<file path="src/rtl/call_return_stack.sv">
// rtl/call_return_stack.sv - return-address stack with overflow/underflow flags, wrap mode and checkpoint/restore
module call_return_stack #(
   parameter int ADDR_W    = 12,
   parameter int DEPTH     = 8,
   parameter int WRAP_MODE = 0
) (
   input  logic                     clk,
   input  logic                     reset,
   input  logic                     push,
   input  logic                     pop,
   input  logic [ADDR_W-1:0]        push_data,
   input  logic                     checkpoint,
   input  logic                     restore,
   input  logic                     clear_err,
   output logic [ADDR_W-1:0]        top_data,
   output logic [$clog2(DEPTH):0]   count,
   output logic                     empty,
   output logic                     full,
   output logic                     overflow,
   output logic                     underflow
);

   localparam int PW = $clog2(DEPTH);
   localparam int CW = PW + 1;

   logic [ADDR_W-1:0] mem [DEPTH];
   logic [PW-1:0]     sp;
   logic [PW-1:0]     sp_m1;
   logic [PW-1:0]     saved_sp;
   logic [CW-1:0]     saved_count;
   logic [ADDR_W-1:0] saved_top;

   logic              wr_en;
   logic [PW-1:0]     wr_addr;
   logic [ADDR_W-1:0] wr_data;
   logic [PW-1:0]     sp_nxt;
   logic [CW-1:0]     count_nxt;
   logic              ovf_evt;
   logic              udf_evt;

   assign sp_m1    = sp - PW'(1);
   assign empty    = (count == '0);
   assign full     = (count == CW'(DEPTH));
   assign top_data = empty ? '0 : mem[sp_m1];

   // restore overrides push/pop; push+pop on an empty stack falls through to the plain push path
   always_comb begin
      wr_en     = 1'b0;
      wr_addr   = sp;
      wr_data   = push_data;
      sp_nxt    = sp;
      count_nxt = count;
      ovf_evt   = 1'b0;
      udf_evt   = 1'b0;
      if (restore) begin
         sp_nxt    = saved_sp;
         count_nxt = saved_count;
         if (saved_count != '0) begin
            wr_en   = 1'b1;
            wr_addr = saved_sp - PW'(1);
            wr_data = saved_top;
         end
      end else if (push && pop && !empty) begin
         wr_en   = 1'b1;
         wr_addr = sp_m1;
      end else if (push) begin
         if (!full) begin
            wr_en     = 1'b1;
            sp_nxt    = sp + PW'(1);
            count_nxt = count + CW'(1);
         end else begin
            ovf_evt = 1'b1;
            if (WRAP_MODE != 0) begin
               wr_en  = 1'b1;
               sp_nxt = sp + PW'(1);
            end
         end
      end else if (pop) begin
         if (!empty) begin
            sp_nxt    = sp_m1;
            count_nxt = count - CW'(1);
         end else begin
            udf_evt = 1'b1;
         end
      end
   end

   always_ff @(posedge clk) begin
      if (reset) begin
         sp          <= '0;
         count       <= '0;
         overflow    <= 1'b0;
         underflow   <= 1'b0;
         saved_sp    <= '0;
         saved_count <= '0;
         saved_top   <= '0;
      end else begin
         sp        <= sp_nxt;
         count     <= count_nxt;
         overflow  <= ovf_evt | (overflow & ~clear_err);
         underflow <= udf_evt | (underflow & ~clear_err);
         if (checkpoint && !restore) begin
            saved_sp    <= sp;
            saved_count <= count;
            saved_top   <= top_data;
         end
      end
   end

   // storage is intentionally left uninitialised; reset only blocks writes
   always_ff @(posedge clk) begin
      if (wr_en && !reset) begin
         mem[wr_addr] <= wr_data;
      end
   end

endmodule

</file>
<file path="config.mk">
export PLATFORM = sky130hd
export DESIGN_NAME = call_return_stack
export DESIGN_NICKNAME = d
export VERILOG_FILES = /design/src/rtl/call_return_stack.sv
export SDC_FILE = /design/constraint.sdc
export NUM_CORES = 1
export LEC_CHECK = 0
export ABC_AREA = 1
export ABC_CLOCK_PERIOD_IN_PS = 5750
export CAP_MARGIN = 20
export CORE_UTILIZATION = 45
export CTS_CLUSTER_DIAMETER = 120
export DETAILED_ROUTE_END_ITERATION = 6
export SETUP_SLACK_MARGIN = 0.02
export SLEW_MARGIN = 20
export SYNTH_ARGS = -nofsm -noshare
export SYNTH_HDL_FRONTEND = slang
export SYNTH_SLANG_ARGS = --single-unit
</file>
<file path="constraint.sdc">
create_clock -name clk -period 5.75 [get_ports clk]
set_input_delay 0.575 -clock clk [delete_from_list [all_inputs] [get_ports clk]]
set_output_delay 0.575 -clock clk [all_outputs]
set_load 0.05 [all_outputs]
</file>
==> results.sh, run 1 <==
export IMPL_syn_area_um2=6030
export IMPL_crit_path_cell_trace="inv_4 > ha_1 > inv_2 > nand3_1 > nand3_1 > nand3_1 > inv_1 > clkdlybuf4s50_1"
export IMPL_final_setup_viol_count=0
export IMPL_top_layer="met4"
export IMPL_io_buffers=38
export IMPL_syn_inst=649
export IMPL_wirelength_um=13900
export IMPL_irDropWorstVdd_mv=0.336
export IMPL_crit_buf_inv=4
export IMPL_hold_depth=2
export IMPL_cpMostUsedCell="nand3_1"
export IMPL_syn_area_per_cell_um2=9.29
export IMPL_worstMarginPinSlew_ns=0.879
export IMPL_rows=41
export IMPL_power_leakage_nw=3.10
export IMPL_dr_pass1_iters=5
export IMPL_synth_nets=674
export IMPL_period_share_pct=65.7
export IMPL_grt_pass1_wl_um=22700
export IMPL_placed_cell_area_um2=6490
export IMPL_route_met3_wl_um=561
export IMPL_final_max_slew_violation_count=0
export IMPL_tns_ns=0
export IMPL_layout_nets=711
export IMPL_crit_path_end_kind="output port"
export IMPL_grt_pass1_vias=4388
export IMPL_rsz0062_at_grt="no"
export IMPL_ys_warn_count=0
export IMPL_cts_resized=0
export IMPL_final_hold_violation_count=0
export IMPL_r2r_cells=11
export IMPL_clock_path_buffers=2
export IMPL_die_h_um=118
export IMPL_critPathMaxFanout=52
export IMPL_crit_required_ns=5.18
export IMPL_syn_to_final_growth_pct=17.4
export IMPL_drt_iter0_drc=354
export IMPL_path_clk_slew_ns=0.06
export IMPL_grt_start_max_net_pins=54
export IMPL_gp_congestion=0.841
export IMPL_fin_skew_ns=0.00712
export IMPL_post_cts_buffers=0
export IMPL_gr_total_overflow=0
export IMPL_seqCellArea_um2=3440
export IMPL_clockRootBuffer="clkbuf_16"
export IMPL_cts_made_buffers=17
export IMPL_cts_max_level=4
export IMPL_antenna_cells=0
export IMPL_yosysSeqAreaShare_pct=57.1
export IMPL_design_core_area_um2=12800
export IMPL_drt_met1_wl_um=6390
export IMPL_hold_path_class="register to register"
export IMPL_min_period_ns=3.78
export IMPL_drt_vias_per_instance=5.09
export IMPL_ys_ff_latch=124
export IMPL_maxCapViolations=0
export IMPL_yosysUniqueCellTypes=35
export IMPL_fmax_mhz=265
export IMPL_cp_depth=8
export IMPL_ctsHoldBuffers=0
export IMPL_drc_errors=0
export IMPL_finalInstanceArea_um2=7070
export IMPL_fillCellCount=1136
export IMPL_cts_sinks=124
export IMPL_arrival_ns=3.20
export IMPL_dp_hpwl_um=8400
export IMPL_io_pins=39
export IMPL_dieArea_um2=13900
export IMPL_cts_tree="built"
export IMPL_hold_ws_ns=0.484
export IMPL_slew_headroom_pct=41.3
export IMPL_dieWidth_um=118
export IMPL_path_class="register to output port"
export IMPL_track_usage_pct=21.6
export IMPL_ant_nets=0
export IMPL_critPathLaunchType="register"
export IMPL_start_util_pct=47.0
export IMPL_routedWlPerCell_um=16.0
export IMPL_insertion_delay_ns=0.42
export IMPL_slowest_delay_ns=0.80
export IMPL_multi_input_area_um2=1980
export IMPL_outcome="finished clean"
export IMPL_power_density_nw_per_um2=406
export IMPL_met2_length_um=6590
export IMPL_cpMaxStageDelayCell="clkdlybuf4s50_1"
export IMPL_drive_above_1_share_pct=12.2
export IMPL_vias=4432
export IMPL_antenna_found_initial=0
export IMPL_cp_top_family="buffers and inverters"
[sequential cells by signal (all words and copies together), names as in the netlist]
name and flops:
mem 96, underflow 1, overflow 1, sp 3, saved_top 12, saved_count 4, saved_sp 3, count 4
[path summary, 6_finish.rpt]
path,to,from,slack [ns]
max reg2reg,mem[0][11]$_DFFE_PP_,sp[0]$_SDFFE_PP0P_,2.88
min,saved_count[2]$_SDFFE_PP0P_,saved_count[2]$_SDFFE_PP0P_,0.48
max,top_data[10],sp[0]$_SDFFE_PP0P_,1.97
min reg2reg,saved_count[2]$_SDFFE_PP0P_,saved_count[2]$_SDFFE_PP0P_,0.48
[per-stage QoR]
step	util, %	worst slack [ns]	total power, W	std cells
5_1_grt	55.2	1.76	0.00301	871
2_1_floorplan	-	3.26	0.00164	649
3_5_place_dp	50.6	2.16	0.00184	839
4_1_cts	55.2	1.95	0.00289	871
3_3_place_gp	50.6	2.21	0.00183	839
6_report	55.2	1.97	0.00288	871
[worst min-delay path: cells and delay by family, from the launching register on]
kind,cells,cell delay [ns]
AOI/OAI and AO/OA,1,0.05
buffers and inverters,1,0.06
DFF,1,0.32
[where the power goes]
group	internal [W]	leakage (nW)	total, W	switching (W)
logic	0.000234	1.72	0.000780	0.000546
clock network	0.000643	0.284	0.00105	0.000411
registers	0.00102	1.10	0.00104	0.0000236
total	0.00190	3.10	0.00288	0.000980
[synth_stat cells, drive strengths merged]
cell | number | share of area [%]
nand2 | 186 | 12
inv | 106 | 6.6
edfxtp | 96 | 48
nand3 | 95 | 9.1
nor2 | 36 | 2.8
dfxtp | 28 | 9.3
buf | 27 | 3.1
a21oi | 22 | 1.9
o21ai | 21 | 1.7
mux2 | 12 | 2.2
ha | 5 | 1.0
nand4 | 3 | 0.31
o21bai | 3 | 0.37
clkbuf | 2 | 0.29
a32oi | 1 | 0.15
fa | 1 | 0.33
o211ai | 1 | 0.21
o221ai | 1 | 0.15
or2 | 1 | 0.10
xnor2 | 1 | 0.15
xor2 | 1 | 0.15
[cell type report]
cell class	instances	area share (%)
clock inverter	15	2.28
inverter	106	5.66
clock buffer	17	6.01
timing repair buffer	47	6.33
sequential	124	48.7
multi-input combinational	390	28.0
tap	172	3.04
[routing by layer]
metal  GRT usage [%]  vias up
met5               0        -
met4            9.86        0
met3            5.67       29
met2            34.9      126
met1            27.1     2094
li1                -     2183
[layout by cell type, fill, tap and decap left out, types with 2 or more instances in the layout]
cell type / count
buf_4: 9
nor2_1: 30
mux2_2: 2
inv_6: 4
o21ai_0: 21
nand3_1: 82
inv_2: 8
a21oi_1: 21
clkdlybuf4s50_1: 38
clkinv_2: 2
dfxtp_1: 27
ha_1: 5
nor2_2: 4
clkinv_4: 3
nand2_1: 175
clkbuf_16: 17
nand2_2: 10
nand3_2: 12
mux2_1: 10
inv_1: 97
nand4_1: 3
clkinvlp_4: 2
o21bai_1: 3
bufinv_16: 2
edfxtp_1: 96
[logic make-up after synthesis]
| group | synth area share [%] |
|---|---|
| simple gates | 24.4 |
| fa+ha+maj | 1.37 |
| compound gates | 4.50 |
| buf+inv | 10.1 |
| mux | 2.24 |
| xor+xnor | 0.291 |
| flops | 57.1 |
(Power assumes the default switching activity.)
==> inputs of run 2 (changes only) <==
--- a/config.mk
+++ b/config.mk
@@ -6,7 +6,7 @@
 export NUM_CORES = 1
 export LEC_CHECK = 0
 export ABC_AREA = 1
-export ABC_CLOCK_PERIOD_IN_PS = 5750
+export ABC_CLOCK_PERIOD_IN_PS = 3790
 export CAP_MARGIN = 20
 export CORE_UTILIZATION = 45
 export CTS_CLUSTER_DIAMETER = 120
==> constraint.sdc (replaced) <==
create_clock -name clk -period 3.79 [get_ports clk]
set_input_delay 0.379 -clock clk [delete_from_list [all_inputs] [get_ports clk]]
set_output_delay 0.379 -clock clk [all_outputs]
set_load 0.05 [all_outputs]
==> run 2 against run 1 <==
  * Clock power increased by 55%
  * Highest routed layer unchanged
  * Sequential cell count unchanged
  * Sequential power is 52% higher
  * Largest power group unchanged
  * Critical path type unchanged
==> results.sh, run 2 (same netlist as run 1, synthesis figures left out) <==
export IMPL_antenna_cells=0
export IMPL_timing_rr_start="sp[1]$_SDFFE_PP0P_"
export IMPL_wirelength_um=15400
export IMPL_io_pins=39
export IMPL_fin_skew_ns=0.00857
export IMPL_layout_commonest_cell="nand2_1"
export IMPL_insertion_delay_ns=0.42
export IMPL_grt_pass1_wl_um=24100
export IMPL_final_max_slew_violation_count=0
export IMPL_gr_total_overflow=0
export IMPL_syn_to_final_growth_pct=17.2
export IMPL_worstMarginPinSlew_ns=0.921
export IMPL_slew_headroom_pct=38.4
export IMPL_grtUsageMet3_pct=5.86
export IMPL_ctsHoldBuffers=0
export IMPL_clock_path_buffers=2
export IMPL_final_hold_violation_count=0
export IMPL_start_util_pct=47.0
export IMPL_ant_nets=0
export IMPL_cts_tree="built"
export IMPL_cp_startpoint="sp[1]$_SDFFE_PP0P_"
export IMPL_period_share_pct=77.4
export IMPL_crit_buf_inv=4
export IMPL_reg_largest_list="mem (96), saved_top (12)"
export IMPL_track_usage_pct=23.8
export IMPL_power_leakage_nw=3.14
export IMPL_hold_path_class="register to register"
export IMPL_fillCellCount=1147
export IMPL_layout_nets=714
export IMPL_cp_depth=8
export IMPL_tns_ns=0
export IMPL_hold_depth=2
export IMPL_cts_sinks=124
export IMPL_r2r_end="mem[1][10]$_DFFE_PP_"
export IMPL_io_buffers=38
export IMPL_largest_register="mem"
export IMPL_dp_hpwl_um=10400
export IMPL_slowest_delay_ns=0.60
export IMPL_power_density_nw_per_um2=626
export IMPL_design_core_area_um2=12800
export IMPL_use_met1_pct=31.9
export IMPL_crit_required_ns=3.41
export IMPL_vias=4451
export IMPL_cts_resized=0
export IMPL_min_period_ns=2.93
export IMPL_grt_pass1_vias=4190
export IMPL_rows=41
export IMPL_maxCapViolations=0
export IMPL_cpMaxStageDelayCell="ha_1"
export IMPL_drt_iter0_drc=373
export IMPL_hold_ws_ns=0.476
export IMPL_critPathLaunchType="register"
export IMPL_cp_top_family="buffers and inverters"
export IMPL_outcome="finished clean"
export IMPL_fmax_mhz=341
export IMPL_busiest_layer="met2"
export IMPL_path_class="register to output port"
export IMPL_drc_errors=0
export IMPL_clockRootBuffer="clkbuf_16"
export IMPL_cts_max_level=4
export IMPL_drt_vias_per_instance=5.10
export IMPL_critPathMaxFanout=25
export IMPL_irDropWorstVdd_mv=0.461
export IMPL_grt_start_max_net_pins=54
export IMPL_largest_reg_flops=96
export IMPL_drive_above_1_share_pct=13.1
export IMPL_die_h_um=118
export IMPL_dr_pass1_iters=5
export IMPL_final_cell_mix="175 x nand2_1, 97 x inv_1, 96 x edfxtp_1, 82 x nand3_1, 31 x nor2_1"
export IMPL_crit_path_cell_trace="inv_1 > ha_1 > inv_2 > nand3_1 > nand3_1 > nand3_2 > inv_1 > buf_4"
export IMPL_r2r_cells=8
export IMPL_antenna_found_initial=0
export IMPL_crit_path_end_kind="output port"
export IMPL_post_cts_buffers=0
export IMPL_arrival_ns=2.56
export IMPL_min_to="overflow$_SDFF_PP0_"
export IMPL_path_clk_slew_ns=0.05
export IMPL_dieArea_um2=13900
export IMPL_routedWlPerCell_um=17.7
export IMPL_cts_made_buffers=17
export IMPL_utilization_pct=55.1
export IMPL_gp_congestion=0.906
export IMPL_dieWidth_um=118
export IMPL_r2r_slack_ns=0.87
export IMPL_use_met2_pct=36.7
export IMPL_final_setup_viol_count=0
export IMPL_hp_start="overflow$_SDFF_PP0_"
export IMPL_rsz0062_at_grt="no"
[run 2: changes by cell type in the layout (fill, tap and decap cells not counted), sizes merged]
| cell | previous run | this run |
|---|---|---|
| buf | 9 | 24 |
| clkdlybuf4s50 | 38 | 26 |
| inv | 111 | 106 |
| clkbuf | 17 | 20 |
| bufinv | 2 | 4 |
| clkinvlp | 2 | 0 |
| clkinv | 6 | 7 |
[run 2: stage by stage]
step / cell area (µm²) / worst slack (ns) / cells / power, W
2_1_floorplan: 6030 / 1.46 / 649 / 0.00248
3_3_place_gp: 6470 / 0.733 / 841 / 0.00282
3_5_place_dp: 6470 / 0.718 / 841 / 0.00282
4_1_cts: 7060 / 0.848 / 872 / 0.00445
5_1_grt: 7060 / 0.570 / 873 / 0.00461
6_report: 7060 / 0.856 / 873 / 0.00442
[run 2: cell type report]
type / instances / area, µm² / area share, %
Clock buffer: 20 / 437 / 6.18
Inverter: 106 / 400 / 5.67
Tap cell: 172 / 215 / 3.05
Clock inverter: 11 / 150 / 2.13
Sequential cell: 124 / 3440 / 48.8
Multi-Input combinational cell: 390 / 1980 / 28.0
Timing Repair Buffer: 50 / 440 / 6.23
[run 2: worst max path at each step]
stage	to	slack [ns]
floorplan	mem[4][0]$_DFFE_PP_	1.46
global placement	mem[7][3]$_DFFE_PP_	0.73
detailed placement	mem[7][0]$_DFFE_PP_	0.72
CTS	top_data[5]	0.85
global route	mem[1][6]$_DFFE_PP_	0.57
finish	top_data[5]	0.86
[run 2: layer usage]
metal,vias to the layer above,part of all wire (%)
li1,2191,-
met1,2084,45
met2,148,47
met3,28,5.9
met4,0,2.1
met5,-,0
[run 2: power breakdown]
group / switching [W] / leakage [nW] / internal (W)
sequential: 0.0000357 / 1.10 / 0.00155
clock: 0.000546 / 0.288 / 0.00108
combinational: 0.000875 / 1.75 / 0.000338
total: 0.00146 / 3.14 / 0.00297
[run 2: worst register-to-register path: cells and delay by family, from the launching register on]
kind	cells	cell delay, ns
adders and majority gates	1	0.60
and+or+nand+nor	5	1.15
buffers and inverters	2	0.40
DFF	1	0.40
